**src/rtl/fpga_io_pkg.sv**
```systemverilog
// Shared types and constants for the FPGA I/O bridge.
// The debouncer state enum is only used when FPGA_IO_BRIDGE_DEBOUNCE_EN is defined.
package fpga_io_pkg;

    typedef enum logic [1:0] {
        LOW,
        WAIT_HIGH,
        HIGH,
        WAIT_LOW
    } db_state_e;

    localparam int LED_R = 0;
    localparam int LED_G = 1;
    localparam int LED_B = 2;

    localparam int DEF_NUM_IO          = 13;
    localparam int DEF_SYNC_STAGES     = 2;
    localparam int DEF_DEBOUNCE_CYCLES = 480000;
    localparam int DEF_RST_STRETCH     = 16;
    localparam int DEF_PWM_BITS        = 8;
    localparam int DEF_LED_ACTIVE_LOW  = 1;

endpackage

```
**src/rtl/fpga_io_debounce.sv**
```systemverilog
// User button conditioning: synchronizer followed by an optional debounce FSM.
// FPGA_IO_BRIDGE_DEBOUNCE_EN selects the FSM; otherwise the synced level is passed through.
module fpga_io_debounce
    import fpga_io_pkg::*;
#(
    parameter int SYNC_STAGES     = DEF_SYNC_STAGES,
    parameter int DEBOUNCE_CYCLES = DEF_DEBOUNCE_CYCLES
) (
    input  logic clk_i,
    input  logic rst_ni,
    input  logic btn_i,
    output logic level_o,
    output logic press_o
);

    logic [SYNC_STAGES-1:0] btnSync_q;
    logic                   btnSynced;
    logic                   press_q;
    logic                   press_d;

    always_ff @(posedge clk_i or negedge rst_ni) begin
        if (!rst_ni) begin
            btnSync_q <= '0;
        end else begin
            btnSync_q <= {btnSync_q[SYNC_STAGES-2:0], btn_i};
        end
    end

    assign btnSynced = btnSync_q[SYNC_STAGES-1];

`ifdef FPGA_IO_BRIDGE_DEBOUNCE_EN
    localparam int CNT_W = (DEBOUNCE_CYCLES > 1) ? $clog2(DEBOUNCE_CYCLES) : 1;
    localparam logic [CNT_W-1:0] CNT_LAST = CNT_W'(DEBOUNCE_CYCLES - 1);

    db_state_e        state_q, state_d;
    logic [CNT_W-1:0] cnt_q, cnt_d;

    always_ff @(posedge clk_i or negedge rst_ni) begin
        if (!rst_ni) begin
            state_q <= LOW;
            cnt_q   <= '0;
            press_q <= 1'b0;
        end else begin
            state_q <= state_d;
            cnt_q   <= cnt_d;
            press_q <= press_d;
        end
    end

    // A WAIT state is left before the counter could pass CNT_LAST, so it never wraps.
    always_comb begin
        state_d = state_q;
        cnt_d   = cnt_q;
        press_d = 1'b0;
        case (state_q)
            LOW: begin
                if (btnSynced) begin
                    state_d = WAIT_HIGH;
                    cnt_d   = '0;
                end
            end
            WAIT_HIGH: begin
                if (!btnSynced) begin
                    state_d = LOW;
                end else if (cnt_q == CNT_LAST) begin
                    state_d = HIGH;
                    press_d = 1'b1;
                end else begin
                    cnt_d = cnt_q + 1'b1;
                end
            end
            HIGH: begin
                if (!btnSynced) begin
                    state_d = WAIT_LOW;
                    cnt_d   = '0;
                end
            end
            WAIT_LOW: begin
                if (btnSynced) begin
                    state_d = HIGH;
                end else if (cnt_q == CNT_LAST) begin
                    state_d = LOW;
                end else begin
                    cnt_d = cnt_q + 1'b1;
                end
            end
            default: state_d = LOW;
        endcase
    end

    assign level_o = (state_q == HIGH) || (state_q == WAIT_LOW);
`else
    logic btnPrev_q;

    always_ff @(posedge clk_i or negedge rst_ni) begin
        if (!rst_ni) begin
            btnPrev_q <= 1'b0;
            press_q   <= 1'b0;
        end else begin
            btnPrev_q <= btnSynced;
            press_q   <= press_d;
        end
    end

    assign press_d = btnSynced & ~btnPrev_q;
    assign level_o = btnSynced;
`endif

    assign press_o = press_q;

endmodule

```
**src/rtl/fpga_io_bridge.sv**
```systemverilog
// Board-level glue between pads and an emulated core: GPIO sync/drive, reset stretch,
// button conditioning and RGB LED PWM. Button debounce enabled by FPGA_IO_BRIDGE_DEBOUNCE_EN.
module fpga_io_bridge
    import fpga_io_pkg::*;
#(
    parameter int NUM_IO          = DEF_NUM_IO,
    parameter int SYNC_STAGES     = DEF_SYNC_STAGES,
    parameter int DEBOUNCE_CYCLES = DEF_DEBOUNCE_CYCLES,
    parameter int RST_STRETCH     = DEF_RST_STRETCH,
    parameter int PWM_BITS        = DEF_PWM_BITS,
    parameter int LED_ACTIVE_LOW  = DEF_LED_ACTIVE_LOW
) (
    input  logic                clk48,
    input  logic                rst_n,
    input  logic [NUM_IO-1:0]   pad_in,
    output logic [NUM_IO-1:0]   pad_out,
    output logic [NUM_IO-1:0]   pad_oe,
    output logic [NUM_IO-1:0]   core_io_in,
    input  logic [NUM_IO-1:0]   core_io_out,
    input  logic [NUM_IO-1:0]   core_io_oeb,
    output logic                core_rst,
    input  logic                btn_raw,
    output logic                btn_level,
    output logic                btn_press,
    input  logic [2:0]          led_req,
    input  logic [PWM_BITS-1:0] led_duty,
    output logic [2:0]          rgb_led
);

    localparam int RST_W = $clog2(RST_STRETCH + 1) > 0 ? $clog2(RST_STRETCH + 1) : 1;
    localparam logic [RST_W-1:0] RST_LAST = RST_W'(RST_STRETCH);
    localparam logic [2:0] LED_OFF = (LED_ACTIVE_LOW != 0) ? 3'b111 : 3'b000;

    logic [NUM_IO-1:0]   padSync_q [SYNC_STAGES];
    logic [NUM_IO-1:0]   padOut_q;
    logic [NUM_IO-1:0]   padOe_q;
    logic [RST_W-1:0]    stretchCnt_q;
    logic                coreRst_q;
    logic [PWM_BITS-1:0] pwmCnt_q;
    logic [PWM_BITS-1:0] duty_q;
    logic [PWM_BITS-1:0] dutyEff;
    logic                dutyHit;
    logic [2:0]          ledActive;
    logic [2:0]          rgb_q;

    always_ff @(posedge clk48 or negedge rst_n) begin
        if (!rst_n) begin
            for (int s = 0; s < SYNC_STAGES; s++) begin
                padSync_q[s] <= '0;
            end
            padOut_q <= '0;
            padOe_q  <= '0;
        end else begin
            padSync_q[0] <= pad_in;
            for (int s = 1; s < SYNC_STAGES; s++) begin
                padSync_q[s] <= padSync_q[s-1];
            end
            padOut_q <= core_io_out;
            padOe_q  <= ~core_io_oeb;
        end
    end

    assign core_io_in = padSync_q[SYNC_STAGES-1];
    assign pad_out    = padOut_q;
    assign pad_oe     = padOe_q;

    // Edge 1 after release leaves the counter at 1, so release lands on edge RST_STRETCH+1.
    always_ff @(posedge clk48 or negedge rst_n) begin
        if (!rst_n) begin
            stretchCnt_q <= '0;
            coreRst_q    <= 1'b1;
        end else if (coreRst_q) begin
            if (stretchCnt_q == RST_LAST) begin
                coreRst_q <= 1'b0;
            end else begin
                stretchCnt_q <= stretchCnt_q + 1'b1;
            end
        end
    end

    assign core_rst = coreRst_q;

    fpga_io_debounce #(
        .SYNC_STAGES     (SYNC_STAGES),
        .DEBOUNCE_CYCLES (DEBOUNCE_CYCLES)
    ) u_debounce (
        .clk_i   (clk48),
        .rst_ni  (rst_n),
        .btn_i   (btn_raw),
        .level_o (btn_level),
        .press_o (btn_press)
    );

    always_ff @(posedge clk48 or negedge rst_n) begin
        if (!rst_n) begin
            pwmCnt_q <= '0;
            duty_q   <= '0;
            rgb_q    <= LED_OFF;
        end else begin
            pwmCnt_q <= pwmCnt_q + 1'b1;
            if (pwmCnt_q == '0) begin
                duty_q <= led_duty;
            end
            rgb_q <= ledActive ^ LED_OFF;
        end
    end

    // The period-start slot already uses the freshly sampled duty.
    always_comb begin
        dutyEff = (pwmCnt_q == '0) ? led_duty : duty_q;
        dutyHit = (&dutyEff) || (pwmCnt_q < dutyEff);
        ledActive        = '0;
        ledActive[LED_R] = led_req[LED_R] & dutyHit;
        ledActive[LED_G] = led_req[LED_G] & dutyHit;
        ledActive[LED_B] = led_req[LED_B] & dutyHit;
    end

    assign rgb_led = rgb_q;

endmodule

```
**config.mk**
```make
export PLATFORM = sky130hd
export DESIGN_NAME = fpga_io_bridge
export DESIGN_NICKNAME = d
export VERILOG_FILES = /design/src/rtl/fpga_io_pkg.sv /design/src/rtl/fpga_io_debounce.sv /design/src/rtl/fpga_io_bridge.sv
export SDC_FILE = /design/constraint.sdc
export NUM_CORES = 1
export LEC_CHECK = 0
export BUFFER_PORTS_ARGS = -buffer_cell sky130_fd_sc_hd__buf_2
export CORE_ASPECT_RATIO = 1.5
export CORE_UTILIZATION = 35
export DETAILED_ROUTE_END_ITERATION = 8
export HOLD_SLACK_MARGIN = 0.06
export SYNTH_ARGS = -nofsm -noshare
export SYNTH_HDL_FRONTEND = slang
export SYNTH_SLANG_ARGS = --single-unit
```
**constraint.sdc**
```tcl
create_clock -name clk48 -period 4.8 [get_ports clk48]
set_clock_uncertainty 0.1 [all_clocks]
set_input_delay 0.48 -clock clk48 [delete_from_list [all_inputs] [get_ports clk48]]
set_output_delay 0.48 -clock clk48 [all_outputs]
set_load 0.005 [all_outputs]
```
==> results.md, run 1 <==
- Post-Synthesis Cells: 195
- Vias in the first global route: 1,879
- Clock Sinks: 81
- Syn-to-layout area delta: 28.6%
- Hold Path Depth: 1
- Min Clock Period, post-route: 2.92 ns
- Synth unique cells: 33
- Met2 Use GR: 0.214
- Syn Nets: 258
- Unrepaired setup endpoints after global routing: false
- DR pass1 iterations: 4
- Cell Rows: 39
- Synth top area cells: dfrtp_1 (68%), ha_1 (4.4%), buf_4 (4.0%)
- Startpoint type of the worst setup path: flop
- Syn Std Cell Area: 2830 um^2
- Final Setup Violations: 0
- Post-DRT Antenna Nets: 0
- Wire per inst: 12.6 um
- CTS Hold Buffers Added: 0
- Critical path's most frequent cell: ha_1
- GRT overflow: 0
- CTS resizes: 0
- Clock network power share: 0.462
- Die Ht: 112 um
- DR vias: 1,741
- Critical path cell sequence: inv_1, ha_1, nor4b_4, and2_2, mux2i_1, ha_1, a21oi_1, o21ai_0, a311oi_1, a221oi_2, nand2b_1
- Worst Hold End: pad_out[6]
- Fin crit share: 0.608
- Fmax achieved: 343 MHz
- Reg2Reg Setup Slack: 1.88 ns
- Global routing's busiest layer: met2
- Delay-heaviest family, CP: simple AND/OR/NAND/NOR gates
- Worst-margin pin slew: 0.994 ns
- WL final: 5000 um
- Die area: 8460 um^2
- Initial antenna violation count: 0
- DR iter-0 viols: 61
- Combinational Power Share: 0.049
- Cell area after layout: 3640 um^2
- Slowest-stage cell, CP: dfrtp_1
- CP bufs+invs: 1
- Crit path largest cell delay: 0.42 ns
- Outcome: complete, no violations
- HP Class: input port to flop
- Rel. slew slack: 0.337
- CP Max Fanout: 9
- Critical path class: flop to flop
- DRC viols: 0
- VDD IR max: 0.216 mV
- Leading register cell type out of synthesis: dfrtp_1
- Number of max-cap violations: 0
- Share of the synthesized area in the top cell type: 0.681
- CP Data Required Time: 4.96 ns
- Layout cells sized above 1: 0.427
- Reg2reg end: rgb_led[1]
- Net Sw Frac: 0.210
- Ant diodes: 0
- Setup TNS: 0 ns
- Clock Tree Buf Depth: 2
- Placed wire-length estimate: 3560 um
- GR Util All Layers: 0.136
- CTS tree: done
- Worst-skew pair later-pin latency: 0.33 ns
- First-pass GRT wire length: 8280 um
- Post-synth EDFFs: 0
- Worst setup EP type: flop
- M1 GR Usage: 0.146
- CP Data Arrival Time: 3.08 ns
- Sequential power share: 0.489
- Yosys warns: 0
- Hold Vio Cnt, Final: 0
- Synth area leader: dfrtp_1
- Routability cong.: 0.763
- Core Area: 7710 um^2
- Initial Utilization: 0.367
- Final Slew Violations: 0
- Placed Area: 3330 um^2
- Io pins: 98
- Clk root buf: clkbuf_16
- Net Switching: 309 uW
- Synth Area per Inst: 14.5 um^2
- Vias/cell: 4.41
- Final net count: 351
- Die W: 75.4 um
- Leakage: 1.82 nW
- Internal cell power: 1.16 mW
- Sequential-to-total area share from yosys stat: 0.718
- Synth async-reset ratio: 1.00
- Htree depth: 3
- Clock-pin slew on the worst setup and hold paths: 0.06 ns
- Largest net degree at the start of global routing: 82
- Power Dens Cells: 405 nW/um^2
- Number of I/O port buffers: 97
- Register bit total from synthesis: 81
- Worst Hold Launch: core_io_out[6]
- Cells on worst reg2reg path: 11
- Reg-to-reg startpoint: pwmCnt_q[0]
- # Post-CTS Setup Buffers: 0
- Num CTS Buffers: 9
- Met3 Use GR: 0.0521
[cell type report]
cell class                 count  area, um^2
multi-input combinational     74         592
timing repair buffer          97         488
fill                         737        4070
tap                          102         128
inverter                      25        93.8
sequential                    81        2030
clock buffer                  10         239
clock inverter                 6        66.3
[layer usage]
metal  vias up  part of all wire
met4         0             0.034
met2        77              0.52
li1        810                 -
met3        14             0.073
met5         -                 0
met1       840              0.38
[stage by stage]
step	setup slack (ns)	util	power (mW)	instances	hold slack [ns]
2_1_floorplan	2.15	-	0.756	195	0.0844
3_3_place_gp	2.01	0.432	0.806	379	0.231
3_5_place_dp	1.90	0.432	0.808	379	0.235
4_1_cts	1.87	0.472	1.50	395	0.142
5_1_grt	1.57	0.472	1.54	395	0.138
6_report	1.88	0.472	1.47	395	0.152
[placed cells by master (no fill, tap or decap), types with 2 or more instances in the layout]
cell,n
nor3_1,2
mux2_2,3
nand2b_1,3
and4_1,2
dfrtp_1,77
nand3_1,2
buf_2,96
clkbuf_16,9
mux2i_1,3
nand2_1,9
clkinvlp_4,3
inv_1,25
xnor2_1,8
a21oi_1,3
o21ai_0,4
ha_1,10
nand4_1,6
dfstp_2,4
xor2_1,2
nor2_1,2
[cells in the mapped netlist, drive strengths merged (3+ instances only)]
cell,instances
a21oi,3
buf,15
dfrtp,77
dfstp,4
ha,10
inv,25
mux2,3
mux2i,3
nand2,9
nand2b,3
nand4,6
nor3,3
o21ai,4
xnor2,8
[flip-flops by register name, summed over array words and instances (netlist names)]
| name | flops |
|---|---|
| core_rst | 1 |
| pad_oe | 13 |
| rgb_led | 3 |
| stretchCnt_q | 5 |
| pad_out | 13 |
| padSync_q | 13 |
| duty_q | 8 |
| u_debounce.btnPrev_q | 1 |
| u_debounce.press_o | 1 |
| pwmCnt_q | 8 |
| u_debounce.btnSync_q | 2 |
| core_io_in | 13 |
[power by group through the flow]
| stage | Sequential [mW] | Clock [mW] | Combinational [mW] |
|---|---|---|---|
| 3_3_place_gp | 0.733 | 0 | 0.0739 |
| 5_1_grt | 0.724 | 0.731 | 0.0834 |
| 3_5_place_dp | 0.733 | 0 | 0.0750 |
| 6_report | 0.721 | 0.681 | 0.0723 |
| 2_1_floorplan | 0.734 | 0 | 0.0220 |
| 4_1_cts | 0.721 | 0.702 | 0.0752 |
[kinds of logic (layout without fill, tap and decap cells)]
kind of cell	Yosys count	count (layout)	synth area share
buffers and inverters	40	138	0.0729
AND/OR/NAND/NOR	32	32	0.0690
XOR/XNOR	10	10	0.0309
AO/OA/AOI/OAI	16	16	0.0424
adder cells (fa/ha/maj)	10	10	0.0442
flip-flops	81	81	0.718
multiplexers	6	6	0.0225
[how the worst max path moves through the flow]
stage	cells past startpoint	to	from	slack, ns
final	11	rgb_led[1]	pwmCnt_q[0]	1.88
after global routing	11	rgb_led[1]	pwmCnt_q[0]	1.57
after CTS	11	rgb_led[1]	pwmCnt_q[0]	1.87
after detailed placement	11	rgb_led[1]	pwmCnt_q[0]	1.90
after global placement	11	rgb_led[0]	pwmCnt_q[0]	2.01
after floorplan	12	rgb_led[0]	pwmCnt_q[0]	2.15
Note: power is estimated with default switching activity, not from simulation.
==> run 2, diff against run 1 <==
==> constraint.sdc (replaced) <==
create_clock -name clk48 -period 3 [get_ports clk48]
set_clock_uncertainty 0.1 [all_clocks]
set_input_delay 0.3 -clock clk48 [delete_from_list [all_inputs] [get_ports clk48]]
set_output_delay 0.3 -clock clk48 [all_outputs]
set_load 0.005 [all_outputs]
==> run 2 against run 1 <==
Critical path depth stayed put. Worst setup slack worse by 1.7 ns. Sequential power is 60% higher. Final cell count is 12% higher. Via count is 9.4% higher. Global-route usage is 2.0 points higher. Largest power group is now the clock network. Register-to-register slack worse by 1.7 ns. Highest routed layer unchanged. Flip-flop and latch count stayed put. First-iteration DRC count is 16% higher. Sequential share of layout area is 6.9 points lower. Design area is 14% higher.
==> results.md, run 2 (synthesized netlist as in run 1, its figures left out) <==
- DRC viols: 0 (unchanged)
- Clock-pin slew on the worst setup and hold paths: 0.06 ns (about the same)
- HP Class: input port to asynchronous set/reset pin
- Power Dens Cells: 598 nW/um^2 (+48%)
- Syn-to-layout area delta: 46.6%
- First-pass GRT wire length: 9430 um (+14%)
- DR pass1 iterations: 4 (unchanged)
- Post-DRT Antenna Nets: 0 (unchanged)
- Outcome: complete, no violations
- Critical path class: flop to flop
- Placed wire-length estimate: 3520 um (-0.93%)
- VDD IR max: 0.380 mV (+76%)
- GRT overflow: 0 (unchanged)
- Num CTS Buffers: 9 (unchanged)
- Final core utilization: 0.538 (+0.0664)
- Worst-skew pair later-pin latency: 0.33 ns (about the same)
- Rel. slew slack: 0.356 (+0.0182)
- Vias/cell: 4.32 (-2.0%)
- Ant diodes: 0 (unchanged)
- Final setup margin: 0.150 ns (-1.73 ns)
- Io pins: 98 (unchanged)
- Final net count: 397 (+13%)
- Wire per inst: 12.8 um (+1.4%)
- Critical path cell sequence: inv_1, ha_1, nor4b_4, and2_4, mux2i_1, ha_1, a21oi_1, o21ai_2, a311oi_2, a221oi_2, nand2b_1
- Crit path largest cell delay: 0.43 ns (about the same)
- GR Util All Layers: 0.156 (+0.0203)
- CP Data Arrival Time: 3.01 ns (-0.07 ns)
- Clk root buf: clkbuf_16
- Initial antenna violation count: 0 (unchanged)
- Fin crit share: 0.950 (+0.342)
- Hold WS: 0.0274 ns (-0.125 ns)
- Place WS: 0.0414 ns (-1.86 ns)
- Vias in the first global route: 2,096 (+12%)
- Min Clock Period, post-route: 2.85 ns (-0.0689 ns)
- Initial Utilization: 0.367 (unchanged)
- CP Data Required Time: 3.16 ns (-1.80 ns)
- Core Area: 7710 um^2 (unchanged)
- Cell Rows: 39 (unchanged)
- Most frequent cells in the layout: buf_2 (96), dfrtp_1 (76), dlygate4sd3_1 (43)
- Hold Vio Cnt, Final: 0 (unchanged)
- Delay-heaviest family, CP: simple AND/OR/NAND/NOR gates
- Commonest non-fill, non-tap cell in the layout: buf_2
- Slowest-stage cell, CP: dfrtp_2
- Area of the multi-input gates: 632 um^2 (+6.8%)
- Die W: 75.4 um (unchanged)
- Die Ht: 112 um (unchanged)
- Worst-margin pin slew: 0.967 ns (-0.0273 ns)
- DR iter-0 viols: 71 (+16%)
- Die area: 8460 um^2 (unchanged)
- Overall power: 2.48 mW (+69%)
- Number of max-cap violations: 0 (unchanged)
- CTS tree: done
- Worst setup EP type: flop
- CP bufs+invs: 1 (unchanged)
- Layout cells sized above 1: 0.395 (-0.0313)
- Clock Sinks: 81 (unchanged)
- Htree depth: 3 (unchanged)
- WL final: 5650 um (+13%)
- Largest net degree at the start of global routing: 82 (unchanged)
- Clock Tree Buf Depth: 2 (unchanged)
- Fmax achieved: 351 MHz (+2.4%)
- Register area: 2030 um^2 (about the same)
- CP Max Fanout: 9 (unchanged)
- Final Slew Violations: 0 (unchanged)
- Leakage: 2.03 nW (+12%)
- DR vias: 1,904 (+9.4%)
- Final Setup Violations: 0 (unchanged)
- Number of I/O port buffers: 97 (unchanged)
- Critical path's most frequent cell: ha_1
- Filler cell count: 664 (-9.9%)
- Startpoint type of the worst setup path: flop
- Routability cong.: 0.756 (-0.83%)
==> run 2: power by group <==
group | internal [mW] | leakage, nW | switching, mW
sequential | 1.14 | 0.956 | 0.0138
combinational | 0.0942 | 0.924 | 0.0698
clock | 0.753 | 0.153 | 0.412
total | 1.99 | 2.03 | 0.496
==> run 2: area by class of cell <==
| cell class | count | area share |
|---|---|---|
| repair buffers | 143 | 0.227 |
| clock buffers | 12 | 0.0594 |
| multi-input cells | 74 | 0.152 |
| well taps | 102 | 0.0308 |
| flip-flops and latches | 81 | 0.490 |
| clock inverters | 4 | 0.0184 |
| inverters | 25 | 0.0226 |
==> run 2: final timing paths <==
kind,to,slack [ns],start,cells past startpoint
max in group asynchronous,pwmCnt_q[0],2.10,rst_n,1
worst min-delay path,pad_oe[1],0.03,rst_n,1
worst max-delay path,rgb_led[0],0.15,pwmCnt_q[0],11
worst max register to register,rgb_led[0],0.15,pwmCnt_q[0],11
min in group clk48,duty_q[2],0.13,led_duty[2],2
worst min register to register,core_io_in[11],0.25,padSync_q[24],0
==> run 2: stage by stage <==
stage	cell area (um^2)	std cells	TNS, ns
finish	4150	441	0
floorplan	2830	195	0
CTS	4100	440	0
global placement	3350	381	0
global route	4150	441	-0.0791
detailed placement	3350	381	0
==> run 2: timing repair <==
item                       CTS  global route
setup buffers                0             1
setup endpoints to repair    0             3
hold buffers                43             0
resized for setup            0            10
hold endpoints to repair    43             0
==> run 2: layer usage <==
metal | GRT usage | up-vias | wire length, um | part of all wire
li1 | - | 900 | - | -
met1 | 0.167 | 916 | 2150 | 0.38
met2 | 0.256 | 74 | 2980 | 0.53
met3 | 0.0628 | 14 | 328 | 0.058
met4 | 0.0827 | 0 | 189 | 0.033
met5 | 0 | - | 0 | 0
